--- src/rtl/pipeline_hazard_ctrl_pkg.sv ---
// Shared hazard codes and sequencer state encoding for the RV32 pipeline.
// The hazard codes are the values the pipeline registers decode.
package pipeline_hazard_ctrl_pkg;

  typedef enum logic [3:0] {
    HZ_NONE        = 4'd0,
    HZ_STALL_FRONT = 4'd1,
    HZ_STALL_ALL   = 4'd2,
    HZ_FLUSH_ALL   = 4'd3
  } hazard_code_e;

  typedef enum logic [1:0] {
    ST_RUN      = 2'd0,
    ST_MEM_WAIT = 2'd1,
    ST_FLUSH    = 2'd2
  } hazard_state_e;

  localparam int unsigned FLUSH_CNT_W = 3;
  localparam logic [1:0]  WBSEL_LOAD  = 2'b00;

endpackage

--- src/rtl/pipeline_hazard_ctrl_load_use_detect.sv ---
// Combinational load-use comparator: an ID source register that matches a
// load still in EX cannot be forwarded and needs a one-cycle bubble.
module pipeline_hazard_ctrl_load_use_detect
  import pipeline_hazard_ctrl_pkg::*;
(
  input  logic [4:0] id_rs1_i,
  input  logic [4:0] id_rs2_i,
  input  logic [1:0] id_uses_reg_i,
  input  logic [4:0] ex_rd_i,
  input  logic       ex_reg_wen_i,
  input  logic [1:0] ex_reg_wbsel_i,
  output logic       load_use_o
);

  logic exIsLoad;
  logic rs1Hit;
  logic rs2Hit;

  // x0 never carries a real dependency, so a load targeting it is harmless.
  always_comb begin
    exIsLoad   = ex_reg_wen_i && (ex_reg_wbsel_i == WBSEL_LOAD) && (ex_rd_i != 5'd0);
    rs1Hit     = id_uses_reg_i[0] && (id_rs1_i == ex_rd_i);
    rs2Hit     = id_uses_reg_i[1] && (id_rs2_i == ex_rd_i);
    load_use_o = exIsLoad && (rs1Hit || rs2Hit);
  end

endmodule

--- src/rtl/pipeline_hazard_ctrl.sv ---
// Hazard sequencer: arbitrates redirect, data-memory wait and load-use into a
// stage control code. Optional perf counters are enabled by HAZARD_PERF_EN.
module pipeline_hazard_ctrl
  import pipeline_hazard_ctrl_pkg::*;
#(
  parameter int unsigned FLUSH_CYCLES = 1,
  parameter int unsigned MEM_TIMEOUT  = 255
) (
  input  logic        clk_i,
  input  logic        rst_i,
  input  logic [4:0]  id_rs1_i,
  input  logic [4:0]  id_rs2_i,
  input  logic [1:0]  id_uses_reg_i,
  input  logic [4:0]  ex_rd_i,
  input  logic        ex_reg_wen_i,
  input  logic [1:0]  ex_reg_wbsel_i,
  input  logic        redirect_i,
  input  logic        dmem_req_i,
  input  logic        dmem_ready_i,
  output logic [3:0]  hazard_signal_o,
  output logic        busy_o,
  output logic        timeout_err_o
`ifdef HAZARD_PERF_EN
  ,
  output logic [31:0] perf_stall_front_o,
  output logic [31:0] perf_stall_all_o,
  output logic [31:0] perf_flush_o
`endif
);

  localparam int unsigned          WAIT_W     = $clog2(MEM_TIMEOUT + 1);
  localparam logic [WAIT_W-1:0]      WAIT_MAX   = WAIT_W'(MEM_TIMEOUT);
  localparam logic [FLUSH_CNT_W-1:0] FLUSH_INIT = FLUSH_CNT_W'(FLUSH_CYCLES - 1);

  hazard_state_e          state_q, state_d;
  logic [FLUSH_CNT_W-1:0] flushCnt_q, flushCnt_d;
  logic [WAIT_W-1:0]      waitCnt_q, waitCnt_d;
  logic                   timeoutErr_q, timeoutErr_d;
  logic                   loadUse;
  logic                   memStall;
  hazard_code_e           hazard;

  pipeline_hazard_ctrl_load_use_detect load_use_detect (
    .id_rs1_i       (id_rs1_i),
    .id_rs2_i       (id_rs2_i),
    .id_uses_reg_i  (id_uses_reg_i),
    .ex_rd_i        (ex_rd_i),
    .ex_reg_wen_i   (ex_reg_wen_i),
    .ex_reg_wbsel_i (ex_reg_wbsel_i),
    .load_use_o     (loadUse)
  );

  assign memStall = dmem_req_i && !dmem_ready_i;

  always_ff @(posedge clk_i) begin
    if (rst_i) begin
      state_q      <= ST_RUN;
      flushCnt_q   <= '0;
      waitCnt_q    <= '0;
      timeoutErr_q <= 1'b0;
    end else begin
      state_q      <= state_d;
      flushCnt_q   <= flushCnt_d;
      waitCnt_q    <= waitCnt_d;
      timeoutErr_q <= timeoutErr_d;
    end
  end

  // The redirect cycle itself is the first flush cycle; FLUSH only covers the rest.
  always_comb begin
    state_d      = state_q;
    flushCnt_d   = flushCnt_q;
    waitCnt_d    = waitCnt_q;
    timeoutErr_d = timeoutErr_q;
    case (state_q)
      ST_RUN: begin
        if (memStall) begin
          state_d   = ST_MEM_WAIT;
          waitCnt_d = '0;
        end else if (redirect_i) begin
          flushCnt_d = FLUSH_INIT;
          if (FLUSH_INIT != '0) state_d = ST_FLUSH;
        end
      end
      ST_MEM_WAIT: begin
        if (dmem_ready_i) begin
          state_d = ST_RUN;
          if (redirect_i) begin
            flushCnt_d = FLUSH_INIT;
            if (FLUSH_INIT != '0) state_d = ST_FLUSH;
          end
        end else begin
          if (waitCnt_q != WAIT_MAX) waitCnt_d = waitCnt_q + 1'b1;
          if (waitCnt_d == WAIT_MAX) timeoutErr_d = 1'b1;
        end
      end
      ST_FLUSH: begin
        if (flushCnt_q <= FLUSH_CNT_W'(1)) begin
          state_d    = ST_RUN;
          flushCnt_d = '0;
        end else begin
          flushCnt_d = flushCnt_q - 1'b1;
        end
      end
      default: state_d = ST_RUN;
    endcase
  end

  always_comb begin
    hazard = HZ_NONE;
    if (!rst_i) begin
      case (state_q)
        ST_RUN: begin
          if (memStall)        hazard = HZ_STALL_ALL;
          else if (redirect_i) hazard = HZ_FLUSH_ALL;
          else if (loadUse)    hazard = HZ_STALL_FRONT;
        end
        ST_MEM_WAIT: begin
          if (!dmem_ready_i)   hazard = HZ_STALL_ALL;
          else if (redirect_i) hazard = HZ_FLUSH_ALL;
        end
        ST_FLUSH: hazard = HZ_FLUSH_ALL;
        default:  hazard = HZ_NONE;
      endcase
    end
  end

  assign hazard_signal_o = hazard;
  assign busy_o          = (state_q != ST_RUN);
  assign timeout_err_o   = timeoutErr_q;

`ifdef HAZARD_PERF_EN
  logic [31:0] perfStallFront_q;
  logic [31:0] perfStallAll_q;
  logic [31:0] perfFlush_q;

  always_ff @(posedge clk_i) begin
    if (rst_i) begin
      perfStallFront_q <= '0;
      perfStallAll_q   <= '0;
      perfFlush_q      <= '0;
    end else begin
      if (hazard == HZ_STALL_FRONT) perfStallFront_q <= perfStallFront_q + 32'd1;
      if (hazard == HZ_STALL_ALL)   perfStallAll_q   <= perfStallAll_q + 32'd1;
      if (hazard == HZ_FLUSH_ALL)   perfFlush_q      <= perfFlush_q + 32'd1;
    end
  end

  assign perf_stall_front_o = perfStallFront_q;
  assign perf_stall_all_o   = perfStallAll_q;
  assign perf_flush_o       = perfFlush_q;
`endif

endmodule

--- config.mk ---
export PLATFORM = sky130hd
export DESIGN_NAME = pipeline_hazard_ctrl
export DESIGN_NICKNAME = d
export VERILOG_FILES = /design/src/rtl/pipeline_hazard_ctrl_pkg.sv /design/src/rtl/pipeline_hazard_ctrl_load_use_detect.sv /design/src/rtl/pipeline_hazard_ctrl.sv
export SDC_FILE = /design/constraint.sdc
export NUM_CORES = 1
export LEC_CHECK = 0
export ABC_AREA = 1
export CORE_MARGIN = 1.5
export CORE_UTILIZATION = 44
export DETAILED_ROUTE_END_ITERATION = 7
export GPL_TIMING_DRIVEN = 0
export PLACE_DENSITY = 0.84
export SYNTH_ARGS = -nofsm -noshare
export SYNTH_HDL_FRONTEND = slang
export SYNTH_HIERARCHICAL = 1
export SYNTH_SLANG_ARGS = --single-unit
--- constraint.sdc ---
create_clock -name clk_i -period 1.5 [get_ports clk_i]
set_input_delay 0.15 -clock clk_i [delete_from_list [all_inputs] [get_ports clk_i]]
set_output_delay 0.15 -clock clk_i [all_outputs]
set_load 0.02 [all_outputs]
# == Word-level counts from Yosys, hierarchy flattened ==
# Cells that the tools add are included.
# totals
regBits,14
latchBits,0
ram_bits,0
rom_bits,0
inputBits,25
output_inout_bits,6
word_cells,59
n_memories,0
# op_classes
add_sub_neg,2
n_mul,0
div,0
order_cmp,1
n_eq_ne,11
shifts,0
n_mux,22
bitwise,1
n_reduce_logical,18
# op_table
operator,count
8-bit 2-to-1 mux,5
8-bit one-hot mux with 2 select lines,1
2-bit 2-to-1 mux,7
3-bit 2-to-1 mux,4
4-bit one-hot mux with 3 select lines,1
3-bit AND reduction,4
5-bit equality test,2
"2-bit inequality test, second input constant",5
3-bit one-hot mux with 3 select lines,1
"8-bit by 1-bit adder with 8-bit output, second input constant",1
"8-bit equality test, second input constant",1
"8-bit inequality test, second input constant",1
1-bit logical AND,6
2-bit one-hot mux with 3 select lines,1
5-bit nonzero test,1
2-bit logical NOT,2
4-bit 2-to-1 mux,1
2-bit nonzero test,2
"3-bit by 1-bit less-or-equal comparator with 1-bit output, second input constant",1
3-bit nonzero test,1
"3-bit by 1-bit subtractor with 3-bit output, second input constant",1
"2-bit by 1-bit equality test with 1-bit output, second input constant",1
"2-bit equality test, second input constant",1
1-bit logical NOT,1
other kinds (3),3

# == Logic depth before layout (Yosys ltp) ==
# depth
ltp_word,9
depth_mapped,11
depth_no_buf,11

# == By module ==
# The synthesis kept the hierarchy.
# by_module_without_submodules
module,instances,cells_each,area_per_inst_um2,seq_area_each_um2
pipeline_hazard_ctrl,1,99,633.1,200.2
pipeline_hazard_ctrl_load_use_detect,1,56,224.0,0.0

# == Worst setup path after synthesis ==
# Ideal clock, no wire load.
# synth_path
path_type,reg-to-output
start,register state_q[0]
end,output port hazard_signal_o[0]
arrival_time_ps,1285
t_required_ps,1350
setup_slack_ps,65
stages_incl_launch_ff,4
n_path_buf,0
cell_sequence,dfxtp_1 -> o21ai_0 -> nand2_1 -> nor2_1
# synth_via
elab_chain_len,3
word_cells_on_any_way,5
classes_between,eq/ne: 2; mux: 2; reduce/logical: 1
# synth_lines
element,line,rtl
from (decl),pipeline_hazard_ctrl.sv:35,"hazard_state_e state_q, state_d;"
from (signal assigned),pipeline_hazard_ctrl.sv:62,state_q <= state_d;
2-bit equality test (tied with other cells),pipeline_hazard_ctrl.sv:112,case (state_q)
4-bit one-hot mux with 3 select lines (*),pipeline_hazard_ctrl.sv:112,
4-bit 2-to-1 mux (*),pipeline_hazard_ctrl.sv:111,if (!rst_i) begin
to (decl),pipeline_hazard_ctrl.sv:20,"output logic [3:0] hazard_signal_o,"
# Mark *: on every way between the ends. The rest lies on a longest branch, timed or not.

# == Worst setup path in the final report ==
# layout_path
start,register waitCnt_q[0]
end,"register timeoutErr_q, in the netlist timeout_err_o"
# layout_via
elab_chain_len,6
word_cells_on_any_way,7
classes_between,add/sub: 1; eq/ne: 2; mux: 3; reduce/logical: 1
# layout_lines
element,line,rtl
from (decl),pipeline_hazard_ctrl.sv:37,"logic [WAIT_W-1:0] waitCnt_q, waitCnt_d;"
from (signal assigned),pipeline_hazard_ctrl.sv:64,waitCnt_q <= waitCnt_d;
8-bit by 1-bit adder with 8-bit output / 8-bit inequality test (equally long branches),pipeline_hazard_ctrl.sv:93,if (waitCnt_q != WAIT_MAX) waitCnt_d = waitCnt_q + 1'b1;
8-bit 2-to-1 mux (*),pipeline_hazard_ctrl.sv:93,
8-bit 2-to-1 mux (*),pipeline_hazard_ctrl.sv:86,if (dmem_ready_i) begin
8-bit 2-to-1 mux (*),pipeline_hazard_ctrl.sv:75,case (state_q)
8-bit equality test (*),pipeline_hazard_ctrl.sv:94,if (waitCnt_d == WAIT_MAX) timeoutErr_d = 1'b1;
3-bit AND reduction (no source line) (*),n/a,
to (signal assigned),pipeline_hazard_ctrl.sv:65,timeoutErr_q <= timeoutErr_d;
to (decl),pipeline_hazard_ctrl.sv:38,"logic timeoutErr_q, timeoutErr_d;"
# Mark *: on every way between the ends. The rest lies on a longest branch, timed or not. The select of a mux whose other input is x is not followed.
# A chain may end at the register's enable or synchronous reset.

==> metrics.md <==
| Metric | Value |
|---|---|
| Drt wl/cell | about 12 um |
| Via density | ~5.0 |
| Status | finished, final reports clean |
| Clk root buf | clkbuf_4 |
| Worst slack at placement | -0.776 ns |
| Total number of vias | ~1,100 |
| Fin worst setup slack | ~0.018 ns |
| Final period utilization | between 90% and 100% |
| GP Congestion | between 0.8 and 0.9 |
| Flop pwr share | approximately 44% |
| Leakage | 0.629 nW |
| Slew Viols, Final | 0 |
| Final min period | about 1.5 ns |
| Clock tree buffer depth | 2 |
| Clock latency on the worst-skew pair | 0.27 ns |
| Warnings from Yosys | 6 |
| Max cap viols | 0 |
| RSZ-0062 raised after global routing | true |
| Synth unique cells | 21 |
| # port buffers | 28 |
| Sw Share | roughly 30% |
| Placed cell count | between 200 and 250 |
| GRT Total Usage | between 20% and 30% |
| CP Capture Type | flip-flop |
| Gr ovfl total | 0 |
| Internal Power | about 0.43 mW |
| Clock skew | between 0.003 and 0.004 ns |
| Initial DRC Count | 23 |
| HPWL Detailed | approximately 1800 um |
| Antenna viol nets, final | 0 |
| Post-Syn Instances | between 150 and 200 |
| DRT Pass-1 Iters | 4 |
| Fmax | between 600 and 700 MHz |
| P_sw | about 0.18 mW |
| Largest net degree at the start of global routing | 8 |
| Hold path startpoint | rst_i |
| WHS | slightly below 0.3 ns |
| Die W | between 40 and 50 um |
| Cell area after synthesis | 857 um^2 |
| Post-synthesis register bit count | 10 |
| H-tree depth | 1 |
| # IOs | 31 |
| Most frequent cells in the layout | nand2_1 (52), inv_1 (23), nor2_1 (17) |
| Core Region | 0.00178 mm^2 |
| Crit Path Max Fanout | 7 |
| Chip height | approximately 47 um |
| First-pass GRT wire length | 3630 um |
| Setup TNS | 0 ns |
| Clock share of power | a little under a third |
| Clock-pin slew on the worst setup and hold paths | about 0.070 ns |
| P&R area growth vs syn | 42.0% |
| Routed WL | approximately 2500 um |
| Total CTS buffers | 3 |
| Worst r2r src | waitCnt_q[0] |
| Worst Path Arrival | roughly 1.7 ns |
| Layout cells sized above 1 | between 10% and 20% |
| Gate power share | 24.5% |
| Initial antenna violation count | 0 |
| Critical path class | reg2reg |
| Final non-filler cell total | 214 |
| Final Hold Vio Count | 0 |
| Die Area | approximately 0.0022 mm^2 |
| Starting Density | between 40% and 50% |
| Mean Syn Cell Area | between 5 and 6 um^2 |
| N_diodes | 0 |
| Row count | 15 |
| Setup violators final | 0 |
| CP startpoint kind | flip-flop |
| Vias in the first global route | 940 |
| CP Data Required Time | 1.71 ns |
| DR DRC count | 0 |
| Most common cell after layout, fill and taps aside | nand2_1 |
| Max VDD drop | about 0.40 mV |
| PD cells | approximately 500 mW/mm^2 |
| Sequential area share after synthesis | between 20% and 30% |
| Final Util | just under 70% |
| # clock sinks | 10 |
| Min-Delay Path Class | in2reg |
| Critical path launch point | waitCnt_q[0] |
| TritonCTS clock tree | done |
| Final Net Count | 217 |
[sequential cells by signal (all words and copies together) (netlist names)]
register       flops
waitCnt_q          8
timeout_err_o      1
state_q            1
[path summary, 6_finish.rpt]
path                            depth (start not counted)  slack (ns)       endpoint
worst min-delay path                                    2        0.29  timeout_err_o
worst max register to register                         11        0.02  timeout_err_o
worst min register to register                          2        0.47  timeout_err_o
worst max-delay path                                   11        0.02  timeout_err_o
[cells in the mapped netlist]
master	n	area, um^2
clkinv_1	1	3.75
nor3_1	1	5.00
ha_1	1	12.5
inv_2	2	7.51
a21oi_1	4	20.0
nand3_1	15	75.1
nand2_2	4	25.0
nand2_1	55	206
a21oi_2	1	8.76
conb_1	1	3.75
a32o_1	2	20.0
nor2_2	1	6.26
o21ai_0	8	40.0
dfxtp_1	10	200
o21bai_1	1	7.51
o21ai_2	1	8.76
nand2_4	1	11.3
buf_4	2	15.0
inv_1	24	90.1
nor2_1	18	67.6
nor2_4	2	22.5
[layout make-up]
class / count / area (um^2)
multi-input cells: 117 / 587
fillers: 173 / 566
repair buffers: 30 / 253
flip-flops and latches: 10 / 208
inverters: 27 / 101
well taps: 25 / 31.3
clock buffers: 3 / 22.5
plain buffers: 2 / 15.0
[through the flow]
| stage | power [mW] | cell area [um^2] |
|---|---|---|
| after CTS | 0.604 | 1190 |
| final | 0.613 | 1220 |
| after global placement | 0.431 | 1170 |
| after detailed placement | 0.435 | 1170 |
| after floorplan | 0.343 | 861 |
| after global routing | 0.633 | 1220 |
[cells by family (layout without fill, tap and decap cells)]
family | count (synthesis) | after routing | share of synthesized area (%)
flip-flops | 10 | 10 | 23.4
AO/OA/AOI/OAI | 17 | 17 | 12.3
adder cells (fa/ha/maj) | 1 | 1 | 1.46
AND/OR/NAND/NOR | 97 | 97 | 48.9
buffers and inverters | 29 | 62 | 13.6
other | 1 | 2 | 0.438
[per-layer routing]
layer | track usage (%) | wire (um)
met5 | 0 | 0
met4 | 9.44 | 84
met3 | 2.69 | 170
met1 | 24.7 | 962
met2 | 44.9 | 1280
[critical path: stages, from the launching register on]
cell	delay [ns]
dfxtp_4	0.38
ha_4	0.15
nand2_4	0.07
nor2_4	0.19
nand2_4	0.11
nand2_2	0.06
nand2_1	0.04
clkinv_1	0.06
nand2_1	0.06
nor2_1	0.09
nand2_1	0.08
a21oi_2	0.11
[power by group through the flow]
stage / clock network, mW / registers, mW / logic [mW]
floorplan: 0 / 0.277 / 0.0652
global placement: 0 / 0.276 / 0.155
detailed placement: 0 / 0.276 / 0.159
CTS: 0.186 / 0.271 / 0.147
global route: 0.199 / 0.269 / 0.166
finish: 0.194 / 0.268 / 0.150
[timing repair]
action / in CTS / in global routing
cloned: 0 / 0
pin swaps: 13 / 9
buffers inserted: 0 / 2
hold buffers: 0 / 0
resized for setup: 30 / 24
endpoints found under the hold margin: 0 / 0
endpoints found under the setup margin: 3 / 4
No activity file was read; power rests on OpenSTA's default activity.
